`config.mk`:
```
export PLATFORM = sky130hd
export DESIGN_NAME = wb_rr_arbiter
export DESIGN_NICKNAME = d
export VERILOG_FILES = /design/src/rtl/wb_rr_arbiter.sv
export SDC_FILE = /design/constraint.sdc
export NUM_CORES = 1
export LEC_CHECK = 0
export CAP_MARGIN = 20
export CORE_AREA = 8 8 164 166
export CTS_CLUSTER_SIZE = 20
export DETAILED_ROUTE_END_ITERATION = 16
export DIE_AREA = 0 0 172 174
export GPL_TIMING_DRIVEN = 0
export PLACE_DENSITY_LB_ADDON = 0.12
export SYNTH_ARGS = -nofsm -noshare
export SYNTH_HDL_FRONTEND = slang
export SYNTH_SLANG_ARGS = --single-unit
export TNS_END_PERCENT = 50
```
`constraint.sdc`:
```
create_clock -name clk -period 1.8 [get_ports clk]
set_input_delay 0.27 -clock clk [delete_from_list [all_inputs] [get_ports clk]]
set_output_delay 0.27 -clock clk [all_outputs]
set_load 0.02 [all_outputs]
```
`src/rtl/wb_rr_arbiter.sv`:
```
// Four-master round-robin Wishbone arbiter: one owner per cyc envelope, responses routed to the owner.
// Optional stall watchdog compiled in with `define WB_ARB_TIMEOUT_EN.
module wb_rr_arbiter #(
    parameter int unsigned TIMEOUT_CYCLES = 255
) (
    input  logic         clk,
    input  logic         rst_n,
    // master side
    input  logic [3:0]   m_cyc_i,
    input  logic [3:0]   m_stb_i,
    input  logic [3:0]   m_we_i,
    input  logic [127:0] m_adr_i,
    input  logic [127:0] m_dat_i,
    input  logic [15:0]  m_sel_i,
    output logic [31:0]  m_dat_o,
    output logic [3:0]   m_ack_o,
    output logic [3:0]   m_err_o,
    // slave side
    output logic         s_cyc_o,
    output logic         s_stb_o,
    output logic         s_we_o,
    output logic [31:0]  s_adr_o,
    output logic [31:0]  s_dat_o,
    output logic [3:0]   s_sel_o,
    input  logic [31:0]  s_dat_i,
    input  logic         s_ack_i,
    input  logic         s_err_i,
    // sideband
    output logic [3:0]   gnt_o,
    output logic         busy_o
);

    typedef enum logic {
        IDLE = 1'b0,
        OWN  = 1'b1
    } state_t;

    if (TIMEOUT_CYCLES < 1 || TIMEOUT_CYCLES > 65535) begin : g_bad_timeout
        $error("wb_rr_arbiter: TIMEOUT_CYCLES must lie in 1..65535");
    end

    state_t     state, state_nxt;
    logic [1:0] last, last_nxt;
    logic [3:0] gnt_nxt;
    logic [1:0] pick;
    logic [1:0] cand;
    logic       pick_valid;
    logic       owning;
    logic       timeout;

    // While owning, the owner is always the most recent winner, so `last` doubles as the owner index.
    logic        own_cyc;
    logic        own_stb;
    logic        own_we;
    logic [31:0] own_adr;
    logic [31:0] own_dat;
    logic [3:0]  own_sel;

    assign owning  = (state == OWN);
    assign own_cyc = m_cyc_i[last];
    assign own_stb = m_stb_i[last];
    assign own_we  = m_we_i[last];
    assign own_adr = m_adr_i[{last, 5'd0} +: 32];
    assign own_dat = m_dat_i[{last, 5'd0} +: 32];
    assign own_sel = m_sel_i[{last, 2'd0} +: 4];

    // Scan offsets 4 down to 1 so the smallest offset from last+1 is the final, winning assignment.
    always_comb begin
        // NOTE: every signal written here gets a default first, otherwise synthesis infers latches.
        pick       = 2'd0;
        cand       = 2'd0;
        pick_valid = 1'b0;
        for (int i = 4; i >= 1; i--) begin
            cand = last + 2'(i);
            if (m_cyc_i[cand]) begin
                pick       = cand;
                pick_valid = 1'b1;
            end
        end
    end

    always_comb begin
        state_nxt = state;
        last_nxt  = last;
        gnt_nxt   = gnt_o;
        case (state)
            IDLE: begin
                if (pick_valid) begin
                    state_nxt = OWN;
                    last_nxt  = pick;
                    gnt_nxt   = 4'b0001 << pick;
                end
            end
            OWN: begin
                if (!own_cyc) begin
                    state_nxt = IDLE;
                    gnt_nxt   = 4'b0000;
                end
            end
            default: begin
                state_nxt = IDLE;
                gnt_nxt   = 4'b0000;
            end
        endcase
    end

    always_ff @(posedge clk or negedge rst_n) begin
        // NOTE: state registers use non-blocking assignments so every flop samples pre-edge values.
        if (!rst_n) begin
            state <= IDLE;
            last  <= 2'd3;
            gnt_o <= 4'b0000;
        end else begin
            state <= state_nxt;
            last  <= last_nxt;
            gnt_o <= gnt_nxt;
        end
    end

`ifdef WB_ARB_TIMEOUT_EN
    logic [15:0] wd_cnt;
    logic        stalled;

    assign stalled = owning & own_stb & ~s_ack_i & ~s_err_i;
    assign timeout = stalled & (wd_cnt == 16'(TIMEOUT_CYCLES - 1));

    // The firing cycle is itself the TIMEOUT_CYCLES-th stalled strobe; a strobe gap holds the count.
    always_ff @(posedge clk or negedge rst_n) begin
        if (!rst_n) begin
            wd_cnt <= 16'd0;
        end else if (!owning || !own_cyc || timeout) begin
            wd_cnt <= 16'd0;
        end else if (stalled) begin
            wd_cnt <= wd_cnt + 16'd1;
        end else if (own_stb) begin
            wd_cnt <= 16'd0;
        end
    end
`else
    assign timeout = 1'b0;
`endif

    assign busy_o  = owning;
    assign s_cyc_o = owning & own_cyc & ~timeout;
    assign s_stb_o = owning & own_stb & ~timeout;
    assign s_we_o  = owning & own_we;
    assign s_adr_o = owning ? own_adr : 32'd0;
    assign s_dat_o = owning ? own_dat : 32'd0;
    assign s_sel_o = owning ? own_sel : 4'd0;

    // gnt_o is zero outside OWN, so it masks stray slave terminations while idle.
    assign m_dat_o = s_dat_i;
    assign m_ack_o = gnt_o & {4{s_ack_i & s_stb_o}};
    assign m_err_o = gnt_o & {4{(s_err_i & s_stb_o) | timeout}};

endmodule

```
Yosys cells after proc, flatten, opt, wreduce, memory -nomap -nowiden
Cells that the tools add are included.
W data, S select, Z words.
{"block": "op_classes", "n_lt_le_gt_ge": 4, "muxes": 28, "n_bitwise": 8, "shift": 4, "n_reduce_logical": 2, "n_eq_ne": 2, "add_sub_neg": 3}
{"operator": "$shiftx A128 B8 Y32", "count": 2}
{"operator": "$mux W32", "count": 2}
{"operator": "$shiftx A16 B5 Y4", "count": 1}
{"operator": "$bmux W1 S2", "count": 6}
{"operator": "$lt A2 B3 Y1 const B", "count": 4}
{"operator": "$mux W4", "count": 3}
{"operator": "$mux W1", "count": 11}
{"operator": "$and A4 B4 Y4", "count": 2}
{"operator": "$mux W2", "count": 4}
{"operator": "$pmux W4 S2", "count": 1}
{"operator": "$and A1 B1 Y1", "count": 5}
{"operator": "$add A2 B2 Y2 const B", "count": 2}
{"operator": "$ne A2 B2 Y1 const B", "count": 2}
{"operator": "$reduce_and A2 Y1", "count": 2}
{"operator": "$shl A1 B2 Y4 const A", "count": 1}
{"operator": "$add A2 B1 Y2 const B", "count": 1}
{"operator": "$pmux W1 S2", "count": 1}
{"operator": "$not A1 Y1", "count": 1}
{"block": "totals", "out_inout_bits": 116, "input_bits": 320, "wordCells": 54, "regBits": 7}

Logic depth before layout (Yosys ltp)
{"block": "logic_depth", "word_depth": 9, "ltp_mapped": 5, "ltp_nobuf": 4}

Worst setup path after synthesis
Ideal clock, no wire load.
{"block": "synth_path", "kind": "flip-flop to output port", "start": "register last[1]", "end": "output port s_adr_o[28]", "n_path_buf": 3, "path_stages_with_launch": 6, "path_slack_ps": -48, "required_time_ps": 1530, "t_arrival_ps": 1578, "path_cell_list": "dfstp_2 clkbuf_1 buf_2 buf_2 mux4_2 and2_1"}
{"block": "synth_via", "elab_chain_cells": 2}
{"item": "start, declared", "line_no": "43", "source": "logic [1:0] last, last_nxt;"}
{"item": "start signal, assigned", "line_no": "115", "source": "last <= last_nxt;"}
{"item": "$shiftx A128 B8 Y32", "line_no": "63", "source": "assign own_adr = m_adr_i[{last, 5'd0} +: 32];"}
{"item": "$mux W32", "line_no": "147", "source": "assign s_adr_o = owning ? own_adr : 32'd0;"}
{"item": "end, declared", "line_no": "22", "source": "output logic [31:0] s_adr_o,"}
No other way between the ends.

Worst setup path after layout
{"block": "layout_path", "start": "register last[0]", "end": "output port s_dat_o[11]"}
{"block": "layout_via", "elab_chain_cells": 2}
{"item": "$shiftx A128 B8 Y32", "line_no": "64", "source": "assign own_dat = m_dat_i[{last, 5'd0} +: 32];"}
{"item": "$mux W32", "line_no": "148", "source": "assign s_dat_o = owning ? own_dat : 32'd0;"}
{"item": "end, declared", "line_no": "23", "source": "output logic [31:0] s_dat_o,"}
No other way between the ends.

==> summary.md <==
| Metric | Value |
|---|---|
| Outcome | `finished, violations left` |
| Failing checks | `negative setup slack` |
| CTS Sinks | `7` |
| Initial Util | `11.9%` |
| Classification of the worst setup path | `flip-flop to output pin` |
| Unrepaired setup endpoints after global routing | `yes` |
| CTS max path bufs | `2` |
| Comb power frac | `93.0%` |
| Area post-placement | `7370 um2` |
| Full die area | `29,900 um2` |
| Largest net degree at the start of global routing | `11` |
| Latest clock arrival within the worst-skew pair | `roughly 0.23 ns` |
| First-pass GRT wire length | `28,900 um` |
| DR iter-0 viols | `88` |
| Pwr Density | `1350 nW/um2` |
| Startpoint types | `flip-flop` |
| Max_cap viols | `0` |
| Power share of the sequential group | `under 10%` |
| Die H | `between 150 and 200 um` |
| # rows | `58` |
| Worst Path Max Fanout | `8` |
| Post-Place Worst Slack | `-1.08 ns` |
| Syn. warnings | `0` |
| Multi-input gate area | `~2500 um2` |
| Core ar. | `24,500 um2` |
| Switching share of power | `between 40% and 50%` |
| Clk slew on worst S/H paths | `0.03 ns` |
| Wire per inst | `20.4 um` |
| Layout Area Growth over Synthesis | `174%` |
| Crit path arrival time | `2.01 ns` |
| Grt total ovfl | `0` |
| Synthesized net count | `572` |
| Post-route DRC violation count | `0` |
| Initial DRT Pass Iterations | `4` |
| Met1 GRT Util | `13.1%` |
| Layer with the highest usage | `met2` |
| Crit path to | `s_dat_o[11]` |
| Met2 usage | `24.3%` |
| Gpl congestion | `about 0.85` |
| Antenna diode count | `0` |
| Die Span X | `172 um` |
| I/O pin count | `between 400 and 500` |
| Nets | `997` |
| Worst hold path type | `input pin to async pin` |
| Pins over their slew limit | `0` |
| Peak supply drop | `0.490 mV` |
| DR vias | `3,986` |
| Input/output buffers | `403` |
| Register area share after synthesis | `6.11%` |
| Initial antenna violation count | `0` |
| Antenna Nets Post-Route | `0` |
| Setup Skew | `0.000502 ns` |
| Crit share post-route | `127%` |
| Fill cells | `2,522` |
| Synth Flop Type | `dfrtp_1` |
| Leakage | `~3.2 nW` |
| Syn_area_per_cell | `around 12 um2` |
| Fraction of layout cells with a size suffix above 1 | `42.6%` |
| CP Launch Point | `last[0]` |
| Number of flops mapped to enable cells by yosys | `0` |
| Cell Area, Synth | `approximately 2900 um2` |
| Max_slew headroom | `between 60 and 70%` |
| GRT met3 Usage | `3.86%` |
| P_int | `between 0.006 and 0.007 W` |
| Vias in the first global route | `4,558` |
| Worst r2r dst | `gnt_o[0]` |
| Async set-reset flop share out of synthesis | `100%` |
| Worst endpoint required time | `1.53 ns` |
| WL final | `between 20,000 and 25,000 um` |
| GRT Util Overall | `12.5%` |
| FMAX | `around 440 MHz` |
| Flops & latches, synth | `7` |
| Critical Path Sink Type | `output pin` |
| Psw | `~0.0044 W` |
| Endpoints failing hold | `0` |
| Design area | `approximately 8000 um2` |
| Setup ws final | `-0.480 ns` |
| Via-to-Cell Ratio | `3.96` |
| CTS tree | `yes` |
| Worst slew pin tran | `0.508 ns` |
| Total CTS buffers | `3` |
| Reg2reg setup slack | `-0.31 ns` |
| Register-to-Register Path Depth | `8` |
| # setup viols final | `84` |
| DP HPWL | `17,700 um` |
| Clock network fraction of total power | `under 10%` |
| Cell variety after synth | `26` |
| Seq. cell area | `178 um2` |
| Clock root cell | `clkbuf_16` |
| FF-to-FF Start | `last[0]` |
| Min Tclk post-route | `2.28 ns` |
| H-Tree Depth | `1` |
| Cells after Synth | `252` |
synth_stat cells, types with 3 or more instances:
cell / count / share of area (%)
clkbuf_1: 10 / 1.3
a21oi_1: 3 / 0.52
buf_6: 8 / 3.1
and2_1: 80 / 17
o21ai_1: 3 / 0.52
mux4_2: 71 / 55
a31oi_1: 4 / 0.86
and3b_1: 4 / 1.2
buf_2: 8 / 1.4
nand2b_1: 3 / 0.65
buf_4: 32 / 8.3
dfrtp_1: 5 / 4.3
nor2_1: 3 / 0.39
cell families after synthesis:
logic type | synth area share, %
buffers and inverters | 14.3
AOI/OAI and AO/OA | 3.53
and+or+nand+nor | 21.1
DFF | 6.11
muxes | 55.0
how the worst min path moves through the flow:
stage	start	depth (start not counted)	to	slack [ns]
detailed placement	rst_n	1	busy_o	0.56
global placement	rst_n	1	busy_o	0.55
CTS	rst_n	1	busy_o	0.31
floorplan	rst_n	0	busy_o	-0.03
global route	rst_n	1	gnt_o[3]	0.33
finish	rst_n	1	gnt_o[3]	0.30
final cells by class:
class / count / share of cell area (%)
plain buffers: 54 / 5.59
clock buffers: 4 / 0.989
inverters: 2 / 0.0942
multi-input cells: 185 / 31.5
flip-flops and latches: 7 / 2.23
well taps: 330 / 5.18
repair buffers: 424 / 54.4
through the flow:
step / instances / power, W / utilization, % / hold slack [ns] / setup TNS, ns
floorplan: 252 / 0.00509 / - / -0.0256 / -2.30
global placement: 985 / 0.00877 / 30.0 / 0.546 / -65.82
detailed placement: 985 / 0.00875 / 30.0 / 0.557 / -67.31
CTS: 1001 / 0.00984 / 31.0 / 0.313 / -38.45
global route: 1006 / 0.0114 / 32.5 / 0.333 / -38.93
finish: 1006 / 0.0108 / 32.5 / 0.298 / -33.63
sequential cells by signal (all words and copies together), names as in the netlist:
register	cells
gnt_o	4
last	2
busy_o	1
repair_timing:
item	4_1_cts	5_1_grt
cloned	5	1
pin swaps	6	2
resized for setup	426	116
hold buffers	0	0
endpoints found under the setup margin	85	86
hold endpoints to repair	0	0
setup buffers	8	9
cells in the final DEF, fill, tap and decap left out, types with 2 or more instances in the layout:
master,n
buf_6,63
buf_16,3
and3b_1,4
a31oi_4,2
clkbuf_16,4
and3_4,2
and2_4,56
nand2_1,2
dfstp_2,2
nand2b_1,3
dfrtp_1,5
buf_2,20
o21ai_1,3
nor2_1,3
buf_4,46
clkbuf_1,8
mux4_2,71
and2_1,24
clkbuf_2,2
o31ai_1,2
clkdlybuf4s50_1,324
a31oi_1,2
buf_12,11
a21oi_1,2
power groups by stage:
| stage | Sequential [W] | Combinational, W | Clock (W) |
|---|---|---|---|
| after floorplan | 0.000370 | 0.00472 | 0 |
| after global placement | 0.000327 | 0.00844 | 0 |
| after detailed placement | 0.000333 | 0.00842 | 0 |
| after CTS | 0.000368 | 0.00909 | 0.000386 |
| after global routing | 0.000400 | 0.0106 | 0.000392 |
| final | 0.000377 | 0.0100 | 0.000377 |
worst max-delay path, cell delays in order, from the launching register on:
cell	delay (ns)
dfstp_2	0.58
buf_12	0.17
buf_6	0.11
buf_12	0.11
mux4_2	0.50
and2_4	0.17
buf_6	0.12
metal layers:
layer | part of all wire, % | up-vias | routed length, um
met5 | 0 | - | 0
met4 | 0.69 | 0 | 141
met3 | 11 | 9 | 2230
met2 | 54 | 242 | 11100
met1 | 35 | 1935 | 7080
li1 | - | 1800 | -
(Power assumes the default switching activity.)
